### src/rtl/addr_mode_sequencer.sv
// Effective-address generator that fetches operand/pointer bytes over a req/valid
// read port, applying zero-page wrap, index add, page-cross fixup and JMP-indirect wrap.
`timescale 1ns/1ps
module addr_mode_sequencer #(
  parameter int DATA_W             = 8,
  parameter int JMP_PAGE_BUG       = 1,
  parameter int STORE_ALWAYS_FIXUP = 1,
  parameter int READ_ALWAYS_FIXUP  = 0,
  localparam int ADDR_W            = 2 * DATA_W
) (
  input  logic              clk,
  input  logic              nrst,
  input  logic              start,
  input  logic [3:0]        mode,
  input  logic              is_store,
  input  logic [DATA_W-1:0] x_reg,
  input  logic [DATA_W-1:0] y_reg,
  input  logic [ADDR_W-1:0] pc,
  input  logic [DATA_W-1:0] rd_data,
  input  logic              rd_valid,
  output logic              bus_req,
  output logic [ADDR_W-1:0] bus_addr,
  output logic              pc_inc,
  output logic [ADDR_W-1:0] ea,
  output logic              ea_valid,
  output logic              page_cross,
  output logic              busy,
  output logic              err
);

  localparam logic [3:0] M_IMM   = 4'd0;
  localparam logic [3:0] M_ZPG   = 4'd1;
  localparam logic [3:0] M_ZPG_X = 4'd2;
  localparam logic [3:0] M_ZPG_Y = 4'd3;
  localparam logic [3:0] M_ABS   = 4'd4;
  localparam logic [3:0] M_ABS_Y = 4'd6;
  localparam logic [3:0] M_IND_X = 4'd7;
  localparam logic [3:0] M_IND_Y = 4'd8;
  localparam logic [3:0] M_IND   = 4'd9;

  localparam logic [DATA_W-1:0] ZP = '0;

  typedef enum logic [2:0] {IDLE, OP_LO, OP_HI, PTR_LO, PTR_HI, FIXUP, DONE} state_t;

  state_t            state;
  logic [3:0]        mode_q;
  logic              store_q;
  logic [DATA_W-1:0] x_q, y_q, lo_q, pl_q;
  logic [ADDR_W-1:0] pc_q, ea_pend;
  logic              cross_pend, imm_inc;

  logic [DATA_W-1:0] idx, base_lo;
  logic [ADDR_W-1:0] ix_ea, ptr_hi_addr;
  logic              ix_cross, need_fix;

  // Index add shared by ABS_X/ABS_Y (OP_HI) and IND_Y (PTR_HI); rd_data is the high byte
  always_comb begin
    idx         = (mode_q == M_ABS_Y || mode_q == M_IND_Y || mode_q == M_ZPG_Y) ? y_q : x_q;
    base_lo     = (state == OP_HI) ? lo_q : pl_q;
    ix_ea       = {rd_data, base_lo} + ADDR_W'(idx);
    ix_cross    = (ix_ea[ADDR_W-1:DATA_W] != rd_data);
    need_fix    = ix_cross | (store_q & (STORE_ALWAYS_FIXUP != 0))
                | (!store_q & (READ_ALWAYS_FIXUP != 0));
    ptr_hi_addr = (mode_q == M_IND && JMP_PAGE_BUG == 0) ? bus_addr + ADDR_W'(1)
                : {bus_addr[ADDR_W-1:DATA_W], bus_addr[DATA_W-1:0] + DATA_W'(1)};
  end

  assign busy   = (state != IDLE);
  assign pc_inc = imm_inc | (bus_req & rd_valid & (state == OP_LO || state == OP_HI));

  always_ff @(posedge clk or negedge nrst) begin
    if (!nrst) begin
      state      <= IDLE;
      mode_q     <= '0;
      store_q    <= 1'b0;
      x_q        <= '0;
      y_q        <= '0;
      lo_q       <= '0;
      pl_q       <= '0;
      pc_q       <= '0;
      ea_pend    <= '0;
      cross_pend <= 1'b0;
      imm_inc    <= 1'b0;
      bus_req    <= 1'b0;
      bus_addr   <= '0;
      ea         <= '0;
      ea_valid   <= 1'b0;
      page_cross <= 1'b0;
      err        <= 1'b0;
    end else begin
      ea_valid <= 1'b0;
      err      <= 1'b0;
      imm_inc  <= 1'b0;
      case (state)
        IDLE: if (start) begin
          mode_q  <= mode;
          store_q <= is_store;
          x_q     <= x_reg;
          y_q     <= y_reg;
          pc_q    <= pc;
          if (mode == M_IMM) begin
            ea         <= pc;
            page_cross <= 1'b0;
            ea_valid   <= 1'b1;
            imm_inc    <= 1'b1;
            state      <= DONE;
          end else if (mode > M_IND) begin
            err <= 1'b1;
          end else begin
            bus_req  <= 1'b1;
            bus_addr <= pc;
            state    <= OP_LO;
          end
        end
        OP_LO: if (rd_valid) begin
          lo_q <= rd_data;
          case (mode_q)
            M_ZPG, M_ZPG_X, M_ZPG_Y: begin
              ea         <= {ZP, (mode_q == M_ZPG) ? rd_data : rd_data + idx};
              page_cross <= 1'b0;
              ea_valid   <= 1'b1;
              bus_req    <= 1'b0;
              state      <= DONE;
            end
            M_IND_X: begin
              bus_addr <= {ZP, rd_data + x_q};
              state    <= PTR_LO;
            end
            M_IND_Y: begin
              bus_addr <= {ZP, rd_data};
              state    <= PTR_LO;
            end
            default: begin
              bus_addr <= pc_q + ADDR_W'(1);
              state    <= OP_HI;
            end
          endcase
        end
        OP_HI: if (rd_valid) begin
          if (mode_q == M_ABS) begin
            ea         <= {rd_data, lo_q};
            page_cross <= 1'b0;
            ea_valid   <= 1'b1;
            bus_req    <= 1'b0;
            state      <= DONE;
          end else if (mode_q == M_IND) begin
            bus_addr <= {rd_data, lo_q};
            state    <= PTR_LO;
          end else begin
            ea_pend    <= ix_ea;
            cross_pend <= ix_cross;
            bus_req    <= 1'b0;
            if (need_fix) begin
              state <= FIXUP;
            end else begin
              ea         <= ix_ea;
              page_cross <= ix_cross;
              ea_valid   <= 1'b1;
              state      <= DONE;
            end
          end
        end
        PTR_LO: if (rd_valid) begin
          pl_q     <= rd_data;
          bus_addr <= ptr_hi_addr;
          state    <= PTR_HI;
        end
        PTR_HI: if (rd_valid) begin
          bus_req <= 1'b0;
          if (mode_q == M_IND_Y) begin
            ea_pend    <= ix_ea;
            cross_pend <= ix_cross;
            if (need_fix) begin
              state <= FIXUP;
            end else begin
              ea         <= ix_ea;
              page_cross <= ix_cross;
              ea_valid   <= 1'b1;
              state      <= DONE;
            end
          end else begin
            ea         <= {rd_data, pl_q};
            page_cross <= 1'b0;
            ea_valid   <= 1'b1;
            state      <= DONE;
          end
        end
        FIXUP: begin
          ea         <= ea_pend;
          page_cross <= cross_pend;
          ea_valid   <= 1'b1;
          state      <= DONE;
        end
        DONE:    state <= IDLE;
        default: state <= IDLE;
      endcase
    end
  end

endmodule
### config.mk
export PLATFORM = sky130hd
export DESIGN_NAME = addr_mode_sequencer
export DESIGN_NICKNAME = d
export VERILOG_FILES = /design/src/rtl/addr_mode_sequencer.sv
export SDC_FILE = /design/constraint.sdc
export NUM_CORES = 1
export LEC_CHECK = 0
export BUFFER_PORTS_ARGS = -buffer_cell sky130_fd_sc_hd__buf_4
export CAP_MARGIN = 20
export CORE_MARGIN = 10
export CORE_UTILIZATION = 30
export DETAILED_ROUTE_END_ITERATION = 8
export GPL_TIMING_DRIVEN = 0
export PLACE_DENSITY = 0.48
export SYNTH_ARGS = -nofsm -noshare
export SYNTH_HDL_FRONTEND = slang
export SYNTH_SLANG_ARGS = --single-unit
### constraint.sdc
create_clock -name clk -period 7.25 [get_ports clk]
set_input_delay 1.45 -clock clk [delete_from_list [all_inputs] [get_ports clk]]
set_output_delay 1.45 -clock clk [all_outputs]
set_load 0.01 [all_outputs]
==> results.py <==
metrics = {
    "route": {
        "routed_wl_um": 28200,
        "drt_iter0_markers": 625,
        "vias": 6731,
        "drc": 0,
        "vias_per_cell": 5.31,
        "routedWlPerCell_um": 22.3,
        "drtPass1Iterations": 5,
        "drtAntennaViolNets": 0,
    },
    "sta": {
        "tightest_slew_ns": 1.03,
        "fin_crit_sh_pct": 72.1,
        "fin_crit_ns": 5.22,
        "drv_slew": 0,
        "setup_viol": 0,
        "tns_ns": 0,
        "relSlewSlack_pct": 31.1,
        "rsz0062_at_grt": "no",
        "hold_viol": 0,
        "fin_worst_skew_ns": 0.0109,
        "final.setup.worst_slack_ns": 2.03,
        "fmax_mhz": 191,
    },
    "synthesis": {
        "ys_top_cells_by_area": "dfrtp_1, nand2_1, mux2_2, ha_1, o21ai_0",
        "syn_inst": 841,
        "synth_most_common_cell": "nand2_1",
        "syn_area_um2": 7310,
        "syn_avg_cell_area_um2": 8.70,
        "synth_ff_type": "dfrtp_1",
        "synth_largest_area_cell": "dfrtp_1",
        "synth_top_area_share_pct": 37.6,
        "async_flop_share_pct": 100,
        "syn_nets": 917,
        "ys_seq_elements": 110,
        "ys_types": 78,
        "yosysWarnings": 0,
        "yosysSeqAreaShare_pct": 37.6,
        "yosys-top-cells-count": "nand2_1, dfrtp_1, nor2_1, o21ai_0, mux2_2",
        "synth_edf_count": 0,
    },
    "clock_tree": {
        "numCtsBuffers": 9,
        "clock_sinks": 110,
        "post_cts_buffers": 0,
        "insertion_delay_ns": 0.37,
        "clkTransAtPathRegs_ns": 0.08,
        "htree_levels": 3,
        "postCtsHoldBufs": 0,
        "clock_path_buffers": 2,
        "cts_tree": "yes",
        "cts.repair.resized": 0,
        "cts_root_buf": "clkbuf_16",
    },
    "global_routing": {
        "track_usage_pct": 18.1,
        "gr-usage-met3_pct": 2.80,
        "grt_max_degree": 84,
        "antenna_found_initial": 0,
        "grt_first_pass_wirelength_um": 43100,
        "global_route.usage.met2_pct": 28.7,
        "grt_pass1_vias": 6770,
        "gr-total-overflow": 0,
        "use_met1_pct": 25.0,
        "busiest_layer": "met2",
    },
    "outcome": {
        "status": "finished clean",
    },
    "pwr": {
        "combPwrFrac_pct": 63.5,
        "power_frac_clock_pct": 11.2,
        "pwr_density_cell_nw_per_um2": 547,
        "pwr-share-seq_pct": 25.3,
        "switching_share_pct": 48.9,
        "ir_worst_vdd_v": 0.000163,
        "p_leak_nw": 3.83,
        "power_switching_mw": 2.33,
        "p_int_mw": 2.43,
    },
    "floorplan": {
        "dieWidth_um": 176,
        "core-area_um2": 24200,
        "initial_core_util_pct": 30.3,
        "num_rows": 57,
        "dieArea_um2": 31000,
        "io_pins": 87,
        "die_h_um": 176,
    },
    "layout": {
        "area_growth_pct": 18.9,
        "antenna_cells": 0,
        "nNetsFinal": 1015,
        "fillers": 2558,
        "drive_gt1_share_pct": 19.0,
    },
    "placed_design": {
        "gp_congestion": 0.951,
        "port_buffers": 85,
        "place_ws_ns": 2.16,
        "hpwl_um": 21500,
    },
    "hold_path": {
        "hp-class": "reg2reg",
    },
    "run": {
        "max_cap_viol_count": 0,
    },
    "setup_path": {
        "cp_data_required_time_ns": 7.46,
        "path_class": "reg2reg",
        "startpoint_type": "flop",
        "cp_max_fo": 10,
        "endpoint_kind": "flop",
        "cp.arrival_ns": 5.44,
    },
}
-- cell usage in the layout (no fill, tap or decap), types with 4 or more instances in the layout --
master	Yosys	final
nand2_1	184	184
dfrtp_1	110	110
buf_4	2	86
nor2_1	62	62
o21ai_0	53	53
mux2_2	41	41
clkbuf_1	32	32
xnor2_1	28	28
a21oi_1	27	27
ha_1	24	24
inv_1	23	23
nand3_1	19	19
buf_2	14	14
nor3_1	14	14
xor2_1	14	14
a221oi_1	14	14
a222oi_1	10	10
mux2i_1	10	10
a211oi_1	9	9
o31ai_1	9	9
clkbuf_16	0	9
o21a_1	8	8
o22ai_1	8	8
nor2b_1	7	7
o211ai_1	7	7
nand4_1	6	6
o21ai_1	5	5
a22oi_1	5	5
nor3b_1	4	4
nand2b_1	4	4
o41ai_1	4	4
a22o_1	4	4
o2111ai_1	4	4
-- worst max-delay path: stages, from the launching register on --
cell,delay (ns)
dfrtp_1,0.38
buf_4,0.17
nor3b_1,0.29
clkbuf_1,0.43
clkbuf_1,0.64
mux2_2,0.43
ha_1,0.38
nand3_1,0.14
nor4_1,0.60
o21ai_2,0.21
or3b_1,0.22
buf_6,0.14
buf_8,0.16
nor3b_1,0.08
nor4_1,0.65
o22ai_1,0.14
-- flip-flops by register name, summed over array words and instances, names as in the netlist --
register and flops:
ea_pend 16, err 1, mode_q 4, store_q 1, ea 16, pc_q 16, lo_q 8, bus_req 1
bus_addr 16, imm_inc 1, cross_pend 1, state 3, pl_q 8, ea_valid 1, y_q 8, page_cross 1
x_q 8
-- per-layer routing --
layer | wire length [um] | part of all wire, %
met3 | 1480 | 5.3
met4 | 469 | 1.7
met1 | 13300 | 47
met2 | 13000 | 46
met5 | 0 | 0
-- power groups by stage --
stage | Sequential [mW] | Combinational, mW | Clock (mW)
global placement | 1.21 | 2.97 | 0
global route | 1.24 | 3.32 | 0.566
finish | 1.20 | 3.02 | 0.532
CTS | 1.20 | 2.99 | 0.538
floorplan | 1.14 | 2.05 | 0
detailed placement | 1.21 | 2.98 | 0
-- cell type report --
class	instances	area, um2	area share, %
multi-input cells	656	4230	48.6
repair buffers	87	677	7.79
clock inverters	6	71.3	0.820
plain buffers	52	246	2.84
inverters	23	86.3	0.993
flip-flops and latches	110	2750	31.7
well taps	324	405	4.66
clock buffers	9	225	2.59
-- path summary, 6_finish.rpt --
path                           from            to  slack [ns]  depth (start not counted)
max                        state[0]         ea[7]        2.03                         15
min                          y_q[2]        y_q[2]        0.48                          2
max reg2reg                state[0]         ea[7]        2.03                         15
min reg2reg                  y_q[2]        y_q[2]        0.48                          2
max in group asynchronous      nrst       store_q        5.56                          2
min in group asynchronous      nrst  bus_addr[11]        0.93                          1
-- metrics by stage --
| step | cells | cell area (um2) | hold slack, ns | total power [mW] | utilization, % |
|---|---|---|---|---|---|
| CTS | 1266 | 8690 | 0.491 | 4.73 | 35.9 |
| global route | 1267 | 8690 | 0.512 | 5.12 | 36.0 |
| floorplan | 841 | 7310 | 0.439 | 3.19 | - |
| global placement | 1250 | 8360 | 0.460 | 4.18 | 34.6 |
| detailed placement | 1251 | 8390 | 0.470 | 4.19 | 34.7 |
| finish | 1267 | 8690 | 0.478 | 4.75 | 36.0 |
-- cell families after synthesis --
group / Yosys count / synth area share [%]
buf+inv: 75 / 4.55
simple gates: 331 / 20.3
mux: 52 / 7.89
flops: 110 / 37.6
fa+ha+maj: 27 / 4.93
xor+xnor: 42 / 5.03
compound gates: 204 / 19.7
No activity file was read; power rests on OpenSTA's default activity.
